`src/rtl/lc3_mem_arbiter.sv`:
```
// lc3_mem_arbiter: arbitrates CPU and loader requests onto one synchronous LC-3 memory port,
// issuing one memory cycle per grant and acknowledging the owner.
module lc3_mem_arbiter #(
  parameter int ADDR_W = 16,
  parameter int DATA_W = 16,
  parameter int CPU_PRIORITY = 1,
  parameter int LOCK_MAX = 4
) (
  input  logic              clk,
  input  logic              rst,
  input  logic              cpu_req,
  input  logic              cpu_we,
  input  logic [ADDR_W-1:0] cpu_addr,
  input  logic [DATA_W-1:0] cpu_wdata,
  input  logic              ldr_req,
  input  logic              ldr_we,
  input  logic [ADDR_W-1:0] ldr_addr,
  input  logic [DATA_W-1:0] ldr_wdata,
  input  logic              ldr_lock,
  output logic              cpu_ack,
  output logic [DATA_W-1:0] cpu_rdata,
  output logic              ldr_ack,
  output logic [DATA_W-1:0] ldr_rdata,
  output logic              mem_en,
  output logic              mem_we,
  output logic [ADDR_W-1:0] mem_addr,
  output logic [DATA_W-1:0] mem_wdata,
  input  logic [DATA_W-1:0] mem_rdata,
  output logic              busy,
  output logic              owner
);
  localparam int CW = $clog2(LOCK_MAX + 1);
  typedef enum logic [1:0] {IDLE, ISSUE, RDWAIT, ACK} state_t;
  state_t state;
  logic prev, lock_flag, lock_ok, pick_ldr;
  logic [CW-1:0] lock_cnt;
  always_comb begin
    lock_ok = prev && lock_flag && lock_cnt < CW'(LOCK_MAX);
    pick_ldr = ldr_req && (!cpu_req || lock_ok || (CPU_PRIORITY == 0 && !prev));
  end
  assign busy = state != IDLE;
  // mem_* registers double as the latched request; they are cleared once ISSUE ends
  always_ff @(posedge clk or posedge rst)
    if (rst) begin
      state <= IDLE;
      owner <= 1'b0;
      prev <= 1'b1;
      lock_flag <= 1'b0;
      lock_cnt <= '0;
      mem_en <= 1'b0;
      mem_we <= 1'b0;
      mem_addr <= '0;
      mem_wdata <= '0;
      cpu_ack <= 1'b0;
      ldr_ack <= 1'b0;
      cpu_rdata <= '0;
      ldr_rdata <= '0;
    end else
      case (state)
        IDLE: if (cpu_req || ldr_req) begin
          state <= ISSUE;
          owner <= pick_ldr;
          prev <= pick_ldr;
          lock_flag <= pick_ldr && ldr_lock;
          lock_cnt <= (pick_ldr && cpu_req && lock_ok) ? lock_cnt + 1'b1 : '0;
          mem_en <= 1'b1;
          mem_we <= pick_ldr ? ldr_we : cpu_we;
          mem_addr <= pick_ldr ? ldr_addr : cpu_addr;
          mem_wdata <= pick_ldr ? ldr_wdata : cpu_wdata;
        end
        ISSUE: begin
          state <= mem_we ? ACK : RDWAIT;
          cpu_ack <= mem_we && !owner;
          ldr_ack <= mem_we && owner;
          mem_en <= 1'b0;
          mem_we <= 1'b0;
          mem_addr <= '0;
          mem_wdata <= '0;
        end
        RDWAIT: begin
          state <= ACK;
          cpu_ack <= !owner;
          ldr_ack <= owner;
          cpu_rdata <= owner ? '0 : mem_rdata;
          ldr_rdata <= owner ? mem_rdata : '0;
        end
        ACK: begin
          state <= IDLE;
          cpu_ack <= 1'b0;
          ldr_ack <= 1'b0;
          cpu_rdata <= '0;
          ldr_rdata <= '0;
        end
      endcase
endmodule

```
`config.mk`:
```
export PLATFORM = sky130hd
export DESIGN_NAME = lc3_mem_arbiter
export DESIGN_NICKNAME = d
export VERILOG_FILES = /design/src/rtl/lc3_mem_arbiter.sv
export SDC_FILE = /design/constraint.sdc
export NUM_CORES = 1
export LEC_CHECK = 0
export CORE_ASPECT_RATIO = 1.25
export CORE_MARGIN = 4
export CORE_UTILIZATION = 35
export DETAILED_ROUTE_END_ITERATION = 10
export PLACE_DENSITY = 0.75
export SLEW_MARGIN = 20
export SYNTH_ARGS = -nofsm -noshare
export SYNTH_HDL_FRONTEND = slang
export SYNTH_SLANG_ARGS = --single-unit
```
`constraint.sdc`:
```
create_clock -name clk -period 3.5 [get_ports clk]
set_clock_uncertainty 0.15 [all_clocks]
set_input_delay 0.7 -clock clk [delete_from_list [all_inputs] [get_ports clk]]
set_output_delay 0.7 -clock clk [all_outputs]
set_load 0.01 [all_outputs]
```
; Yosys cells after proc, flatten, opt, wreduce, memory -nomap -nowiden
; Index checks and enable logic that the tools add are counted.
[word_totals]
regBits = 76
in_bits = 87
elab_cells = 59
[op_classes]
n_addsub = 1
magnitude_cmp = 1
eq_ne = 4
muxes = 21
n_reduce_logical = 19
[ops]
columns = operator, count
row1 = case mux 16 bit (2 select lines), 4
row2 = two-way mux 16 bit, 6
row3 = logical AND 1 bit, 8
row4 = case mux 2 bit (4 select lines), 1
row5 = case mux 1 bit (3 select lines), 2
row6 = nonzero test 2 bit, 3
row7 = == test 2 bit (second input constant), 2
row8 = two-way mux 1 bit, 4
row9 = case mux 1 bit (2 select lines), 2
row10 = AND reduction 2 bit, 2
row11 = adder 3 x 1 -> 3 bit (second input constant), 1
row12 = less-than comparator 3 bit (second input constant), 1
row13 = two-way mux 3 bit, 1
row14 = nonzero test 3 bit, 1
row15 = == test 2 x 1 -> 1 bit (second input constant), 1
row16 = logical NOT 1 bit, 2
row17 = logical NOT 2 bit, 1
row18 = logical OR 1 bit, 2
row19 = two-way mux 2 bit, 1
row20 = inequality test 2 bit (second input constant), 1

; Longest topological paths before layout
; Gate-level depths: netlist of run 1.
[logic_depth]
depth_word = 7
ltp_mapped = 8

; Least setup slack after synthesis of run 1
; Ideal clock, no wire load.
[synth_timing]
path_type = in2reg
from = input cpu_req
to = register mem_addr[0]
setup_time_ps = 101
t_arrival_ps = 1641
path_slack_ps = 1609
path_stages = 5
n_path_buf = 2
cell_sequence = buf_2 nor3b_2 clkbuf_2 o21ai_0 o311ai_2
[synth_via]
elab_chain_len = 6
elab_cells_between_ends = 9
cone_classes = 1 x eq/ne / 3 x mux / 5 x reduce/logical
[synth_rtl]
columns = element, line_no
row1 = "start, declared", 11  ; input logic cpu_req,
row2 = logical NOT 1 bit, 39  ; pick_ldr = ldr_req && (!cpu_req || lock_ok || (CPU_PRIORITY == 0 && !prev));
row3 = logical OR 1 bit, 39
row4 = logical AND 1 bit, 39
row5 = two-way mux 16 bit, 68  ; mem_addr <= pick_ldr ? ldr_addr : cpu_addr;
row6 = two-way mux 16 bit, 60  ; IDLE: if (cpu_req || ldr_req) begin
row7 = case mux 16 bit (2 select lines), 59  ; case (state)
row8 = "end signal, assigned", 68
row9 = "end, declared", 26  ; output logic [ADDR_W-1:0] mem_addr,
; Several ways; a longest one is shown, not always the timed one. The select of a mux whose other input is x is not followed.
; A chain may end at the register's enable or synchronous reset.

; Final worst setup path of run 1
[layout_timing]
from = register state[0]
to = output busy
[layout_via]
elab_chain_len = 1
[layout_rtl]
columns = element, line_no
row1 = "start, declared", 34  ; state_t state;
row2 = "start signal, assigned", 72  ; state <= mem_we ? ACK : RDWAIT;
row3 = nonzero test 2 bit, 41  ; assign busy = state != IDLE;
row4 = "end, declared", 29  ; output logic busy,
; No other way between the ends.

==> out/qor.txt, run 1 <==
Final Hold Fails -> 0
number of global-route vias before repair -> 3738
drt initial violations -> 163
CTS resizes -> 0
worst-case reg-to-reg path depth -> 7
hold path depth -> 2
Detailed Place HPWL -> 8140 um
Net Sw Power -> 0.00177 W
Final period util -> 81.2%
IO Port Bufs -> 156
Hold Startpoint -> cpu_ack
Synth Net Count -> 476
Sw Share -> 36.6%
post-route antenna net violation count -> 0
final WL -> 11400 um
Synth Cell Area -> 3870 um^2
family with the most delay on the worst path -> buffers and inverters
vias per cell -> 5.40
Clk pwr share -> 18.2%
core area -> 10700 um^2
most instantiated cells after synthesis -> dfrtp_1, inv_1, o21ai_0
number of distinct library cells after synthesis -> 30
initial core utilization -> 36.1%
Final GP Congestion -> 0.765
CTS tree -> built
Rows -> 42
relative slew slack -> 51.9%
largest net degree at the start of global routing -> 66
VDD IR max -> 404 uV
Avg Inst Size Synth -> 10.1 um^2
clock-pin slew on the worst setup and hold paths -> 0.05 ns
GRT Util Overall -> 17.8%
area of the multi-input gates -> 1660 um^2
CP startpoint kind -> register
crit path DAT -> 1.99 ns
nets@finish -> 616
max_cap viols -> 0
Yosys warnings -> 0
CTS buffer count -> 9
PD cells -> 829 nW/um^2
DR pass1 iterations -> 6
DR top layer -> met4
fin crit period -> 2.84 ns
gr ovfl total -> 0
clock root buffer master -> clkbuf_16
Die Y-Extent -> 126 um
Synth top area share -> 48.5%
critical path class -> reg2out
met3 WL -> 878 um
H-tree Lvls -> 3
Combinational Power Share -> 50.5%
CP Buf/Inv Count -> 3
sequential area share after synthesis -> 49.2%
Int Pwr -> 0.00307 W
M1 WL -> 4820 um
io pins -> 157
post-CTS setup buffers -> 0
synth top area cells -> dfrtp_1, o311ai_2, nand4_1
clk sinks -> 76
Max Fanout on Critical Path -> 10
hold slack final -> 0.327 ns
setup TNS -> 0 ns
wire length of the first global-routing pass -> 18200 um
Setup Viol. Count Final -> 0
Layout Cell Area excl Fill -> 5850 um^2
sequential share of power -> 31.3%
via count -> 3562
outcome -> completed
Hold-fix buffers, CTS -> 0
ys async rst share -> 100%
share of cells above drive strength 1 -> 10.2%
Post-Synthesis Cells -> 384
Clock Tree Buf Depth -> 2
count leader, synth -> dfrtp_1
Worst-Skew Late Latency -> 0.33 ns
hold endpoint -> cpu_ack
worst hold path type -> reg2reg
flop-to-flop setup slack -> 0.97 ns
antenna cells -> 0
met2 WL -> 5330 um
R2R Path End -> mem_addr[9]
Filler Cells Inserted -> 960
max incr delay on CP -> 0.55 ns
most frequent CP cell -> inv_1
crit end category -> output pin
EDFF count, synth -> 0
Final Max Slew Viols -> 0
Primary FF master, synth -> dfrtp_1
placed inst area -> 5550 um^2
slew at the pin closest to its max-slew limit -> 0.720 ns
fin util -> 54.5%
chip width -> 102 um
crit-path cells -> inv_1 -> ha_1 -> inv_1 -> clkdlybuf4s50_1
Seq. cell area -> 1900 um^2
Crit-path slowest cell -> clkdlybuf4s50_1
Synth area leader -> dfrtp_1
Area Growth Syn to Fin -> 51.0%
initial antenna violation count -> 0
flops & latches, synth -> 76
LEAKAGE -> 2.42 nW
reg-to-reg startpoint -> state[0]
Die Area -> 12800 um^2
fmax -> 352 MHz
drt drc -> 0
RSZ-0062 raised after global routing -> false
Avg WL per Cell -> 17.3 um
Critical Path RT -> 2.65 ns
==> metal layers <==
metal  global-route usage [%]  up-vias
met5                        0        -
met4                     9.88        0
met3                     3.34       24
met2                     27.7      170
met1                     23.0     1703
li1                         -     1665
==> worst reg2reg max path, delay by kind of cell, from the launching register on <==
family	cells	cell delay, ns
fa+ha+maj	1	0.40
buf+inv	3	0.76
simple gates	1	0.21
compound gates	2	0.50
flops	1	0.41
==> stage by stage <==
stage	worst slack [ns]	power [W]	cells
finish	0.660	0.00484	660
global route	0.510	0.00517	660
CTS	0.682	0.00488	660
detailed placement	0.635	0.00398	645
global placement	0.485	0.00389	644
floorplan	0.713	0.00280	384
==> power groups by stage <==
stage	registers (W)	logic (W)	clock network, W
global placement	0.00152	0.00236	0
global route	0.00157	0.00266	0.000943
CTS	0.00152	0.00246	0.000906
finish	0.00152	0.00245	0.000880
floorplan	0.00167	0.00113	0
detailed placement	0.00152	0.00246	0
==> state kept, by name, summed over array words and instances, names as in the netlist <==
| name | cells |
|---|---|
| lock_flag | 1 |
| prev | 1 |
| owner | 1 |
| mem_wdata | 16 |
| state | 2 |
| cpu_rdata | 16 |
| cpu_ack | 1 |
| mem_we | 1 |
| mem_en | 1 |
| ldr_rdata | 16 |
| mem_addr | 16 |
| ldr_ack | 1 |
| lock_cnt | 3 |
==> cells in the final DEF, fill, tap and decap left out, drive strengths merged, types with 2 or more instances in the layout <==
cell type        n
o21ai           40
mux2             2
nand4           33
o31ai            2
nand3b          16
inv             39
dfrtp           75
buf             11
clkbuf          14
nand2            8
clkdlybuf4s50  156
nor2             2
ha               5
a21oi           34
nand2b          32
o311ai          33
nand3           16
clkinv           2
a22o             2
==> kinds of logic after synthesis <==
| logic type | after synthesis | synth area share (%) |
|---|---|---|
| DFF | 76 | 49.2 |
| and+or+nand+nor | 110 | 17.7 |
| adders and majority gates | 5 | 1.62 |
| muxes | 2 | 0.582 |
| AOI/OAI and AO/OA | 113 | 22.2 |
| buffers and inverters | 78 | 8.73 |
==> area by class of cell <==
class | instances | share of cell area, %
multi-input combinational | 230 | 28.4
inverter | 40 | 2.59
clock inverter | 1 | 0.0856
clock buffer | 14 | 4.86
sequential | 76 | 32.5
timing repair buffer | 167 | 28.7
tap | 132 | 2.82
==> how the worst max path moves through the flow <==
stage	from	endpoint	depth (start not counted)
4_1_cts	state[0]	busy	4
6_report	state[0]	busy	4
3_5_place_dp	ldr_req	mem_addr[15]	5
3_3_place_gp	ldr_req	mem_addr[11]	4
2_1_floorplan	rst	cpu_ack	1
5_1_grt	state[1]	busy	4
(Power assumes the default switching activity.)
==> run 2: changes to the inputs <==
PLACE_DENSITY = 0.78   (was 0.75)
clock period = 2.45 ns   (was 3.5 ns; I/O delays follow)
==> run 2 against run 1 <==
  * Global-route usage rose by 0.24 points
  * Sequential share of layout area barely moved
  * Combinational power rose by 44%
  * Sequential power grew 43%
  * Critical path type is now reg2reg
  * Critical endpoint is now mem_addr[12]
==> out/qor.txt, run 2 (same netlist as run 1, synthesis figures left out) <==
outcome -> completed
initial core utilization -> 36.1%
CTS buffer count -> 9
vias per cell -> 5.37
Final Max Slew Viols -> 0
Avg WL per Cell -> 17.2 um
DR pass1 iterations -> 4
Final Hold Fails -> 0
Rows -> 42
post-route antenna net violation count -> 0
Clock Tree Buf Depth -> 2
Final GP Congestion -> 0.773
clk sinks -> 76
drt drc -> 0
clock-pin slew on the worst setup and hold paths -> 0.06 ns
CTS tree -> built
gr ovfl total -> 0
final WL -> 11400 um
max_cap viols -> 0
share of cells above drive strength 1 -> 11.4%
post-place setup slack -> 0.0645 ns
RSZ-0062 raised after global routing -> false
drt initial violations -> 177
relative slew slack -> 53.1%
initial antenna violation count -> 0
nets@finish -> 621
Area Growth Syn to Fin -> 51.2%
critical path class -> reg2reg
largest net degree at the start of global routing -> 77
wire length of the first global-routing pass -> 18400 um
via count -> 3576
Die Area -> 12800 um^2
clock root buffer master -> clkbuf_16
commonest non-fill, non-tap cell in the layout -> clkdlybuf4s50_1
core area -> 10700 um^2
Final period util -> 88.1%
chip width -> 102 um
number of global-route vias before repair -> 3702
crit end category -> register
most frequent cells in the layout -> clkdlybuf4s50_1, dfrtp_1, o21ai_0
Die Y-Extent -> 126 um
Detailed Place HPWL -> 8240 um
crit path DAT -> 2.21 ns
PD cells -> 1180 nW/um^2
slew at the pin closest to its max-slew limit -> 0.701 ns
post-route setup slack -> 0.291 ns
antenna cells -> 0
fmax -> 463 MHz
fin crit period -> 2.16 ns
io pins -> 157
setup TNS -> 0 ns
Worst-Skew Late Latency -> 0.33 ns
IO Port Bufs -> 156
worst hold path type -> reg2reg
LEAKAGE -> 2.42 nW
H-tree Lvls -> 3
GRT Util Overall -> 18.0%
Setup Viol. Count Final -> 0
Critical Path RT -> 2.50 ns
Filler Cells Inserted -> 947
CP startpoint kind -> register
VDD IR max -> 431 uV
Max Fanout on Critical Path -> 14
==> run 2: critical path, cell delays in order (launching register included) <==
cell and delay (ns):
dfrtp_1 0.41, inv_1 0.13, ha_2 0.29, nor2b_2 0.39, o21ai_4 0.11, buf_4 0.20, o311ai_0 0.35
==> run 2: final cells by class <==
type	instances	area (um^2)	share of cell area [%]
repair buffers	172	1700	29.0
clock buffers	12	246	4.21
inverters	40	154	2.63
multi-input cells	230	1660	28.4
clock inverters	4	25.0	0.427
well taps	132	165	2.82
flip-flops and latches	76	1900	32.5
==> run 2: per-stage QoR <==
| stage | utilization, % | hold slack, ns | area (um^2) | std cells | power [W] |
|---|---|---|---|---|---|
| CTS | 54.5 | 0.341 | 5850 | 666 | 0.00694 |
| global route | 54.6 | 0.378 | 5850 | 666 | 0.00736 |
| floorplan | - | 0.324 | 3870 | 384 | 0.00400 |
| finish | 54.6 | 0.338 | 5850 | 666 | 0.00689 |
| global placement | 52.0 | 0.316 | 5570 | 650 | 0.00558 |
| detailed placement | 52.0 | 0.322 | 5570 | 650 | 0.00570 |
==> run 2: metal layers <==
layer  vias up  wire length, um  track usage [%]
met1      1720             4590             22.2
li1       1666                -                -
met4         0              175             8.26
met3        12              997             4.51
met2       178             5680             29.4
met5         -                0                0
==> run 2: repair_timing <==
item                                    4_1_cts  5_1_grt
buffers inserted                              0        0
gates resized for setup                       2        1
hold buffers                                  0        0
pin swaps                                     0        0
cloned                                        0        0
endpoints found under the setup margin        1        1
==> run 2: final timing paths <==
path	from	endpoint	slack, ns	cells after the start
max in group asynchronous	rst	prev	1.33	3
hold / removal	cpu_ack	cpu_ack	0.34	2
min in group asynchronous	rst	ldr_rdata[12]	0.47	3
setup reg to reg	state[0]	mem_addr[12]	0.29	6
hold reg to reg	cpu_ack	cpu_ack	0.34	2
setup / recovery	state[0]	mem_addr[12]	0.29	6
==> run 2: power breakdown <==
part / leakage [nW] / internal, W / switching [W] / total, W
sequential: 1.01 / 0.00183 / 0.000333 / 0.00217
clock: 0.129 / 0.000710 / 0.000488 / 0.00120
combinational: 1.28 / 0.00179 / 0.00173 / 0.00352
==> RTL edit (flow settings as in run 2) <==
The parameter `DATA_W` goes from 16 to 32.
--- a/src/rtl/lc3_mem_arbiter.sv
+++ b/src/rtl/lc3_mem_arbiter.sv
@@ -2,7 +2,7 @@
 // issuing one memory cycle per grant and acknowledging the owner.
 module lc3_mem_arbiter #(
   parameter int ADDR_W = 16,
-  parameter int DATA_W = 16,
+  parameter int DATA_W = 32,
   parameter int CPU_PRIORITY = 1,
   parameter int LOCK_MAX = 4
 ) (
Ports: changed (6 resized); port bits go from 157 to 253. The function was not compared with the original's and may differ.
==> RTL edit against run 2 <==
Sequential cell count up 48; routed wire length grew 72%; setup slack got worse by 0.077 ns; first-iteration DRC count grew 120%; non-clock buffer count increased by 99; worst hold slack lost 0.0052 ns; count of clock-buffer cells in the layout grew 8; total power is 67% higher; synthesized cell count up 62%; final area is 63% higher; global-route usage grew 1.3 points; area after synthesis grew 59%; die area grew 54%; critical path type is now reg -> out; largest cell class unchanged.
==> RTL edit: results <==
metrics = {
    "run_status": {
        "status": "finished, final reports clean",
    },
    "synth": {
        "yosysSeqAreaShare": 0.504,
        "netlist_instances": 622,
        "synth.distinct_cells": 31,
    },
    "cts": {
        "numCtsBuffers": 17,
        "insertion_delay_ns": 0.41,
        "postCtsResizedCells": 1,
    },
    "placement": {
        "dp_hpwl_um": 13100,
        "dp_slack_ns": 0.210,
        "globalplace.congestion": 0.807,
    },
    "critical_path": {
        "critPathMaxStageDelay_ns": 0.44,
        "cp.arrival_ns": 1.60,
    },
    "final_layout": {
        "final_cells": 1078,
        "syn_to_final_growth_pct": 54.7,
        "fillers": 1539,
        "nNetsFinal": 981,
    },
    "route": {
        "met3_length_um": 1810,
        "met2_length_um": 9610,
        "dr.pass1.iters": 7,
        "dr.first_iter.drc_count": 387,
        "via_count": 5810,
        "wl_met1_um": 8010,
        "drt-total-wl_um": 19700,
    },
    "global_route": {
        "grt_max_degree": 68,
        "grt_util_met2": 0.315,
        "gr-usage-met3": 0.0632,
        "grt_pass1_wl_um": 30800,
    },
    "power_and_ir_drop": {
        "peakVddDrop_mv": 0.518,
    },
    "sta": {
        "tightest_slew_ns": 0.593,
    },
}
==> RTL edit: cell count changes after synthesis, moves of 28 or more <==
cell,before,now
nand2b_1,32,64
o311ai_1,8,40
nand4_1,33,0
o2111ai_1,0,49
a21oi_1,34,66
clkbuf_1,25,53
dfrtp_1,75,123
==> RTL edit: worst max-delay path: cells and delay by family, from the launching register on <==
family	cells	cell delay, ns
adders and majority gates	1	0.20
DFF	1	0.44
buffers and inverters	3	0.55
==> RTL edit: cell type report <==
type                       count  area [um^2]  share of cell area
clock buffer                  20          457              0.0479
clock inverter                12          113              0.0118
inverter                      55          210              0.0221
multi-input combinational    372         2590               0.272
sequential                   124         3110               0.326
tap                          224          280              0.0294
timing repair buffer         271         2770               0.291
==> RTL edit: cell families (layout without fill, tap and decap cells) <==
kind of cell	Yosys count	count (layout)	share of synthesized area
AO/OA/AOI/OAI	226	226	0.259
AND/OR/NAND/NOR	139	139	0.142
buffers and inverters	126	358	0.0816
flip-flops	124	124	0.504
adder cells (fa/ha/maj)	5	5	0.0102
multiplexers	2	2	0.00366
==> RTL edit: worst paths after layout <==
path	startpoint	end	slack [ns]	cells after the start
setup reg to reg	state[0]$_DFFE_PP0P_	mem_addr[14]$_DFFE_PP0P_	0.38	7
setup / recovery	state[1]$_DFFE_PP0P_	busy	0.21	4
hold / removal	cpu_ack$_DFFE_PP0N_	cpu_ack$_DFFE_PP0N_	0.33	2
min in group asynchronous	rst	cpu_rdata[2]$_DFFE_PP0N_	0.42	3
hold reg to reg	cpu_ack$_DFFE_PP0N_	cpu_ack$_DFFE_PP0N_	0.33	2
max in group asynchronous	rst	prev$_DFFE_PP1P_	1.40	3
==> RTL edit: report_power, final <==
group	total, uW	internal (uW)	switching, uW
logic	5630	2860	2770
registers	3460	2940	514
clock network	2400	1460	946
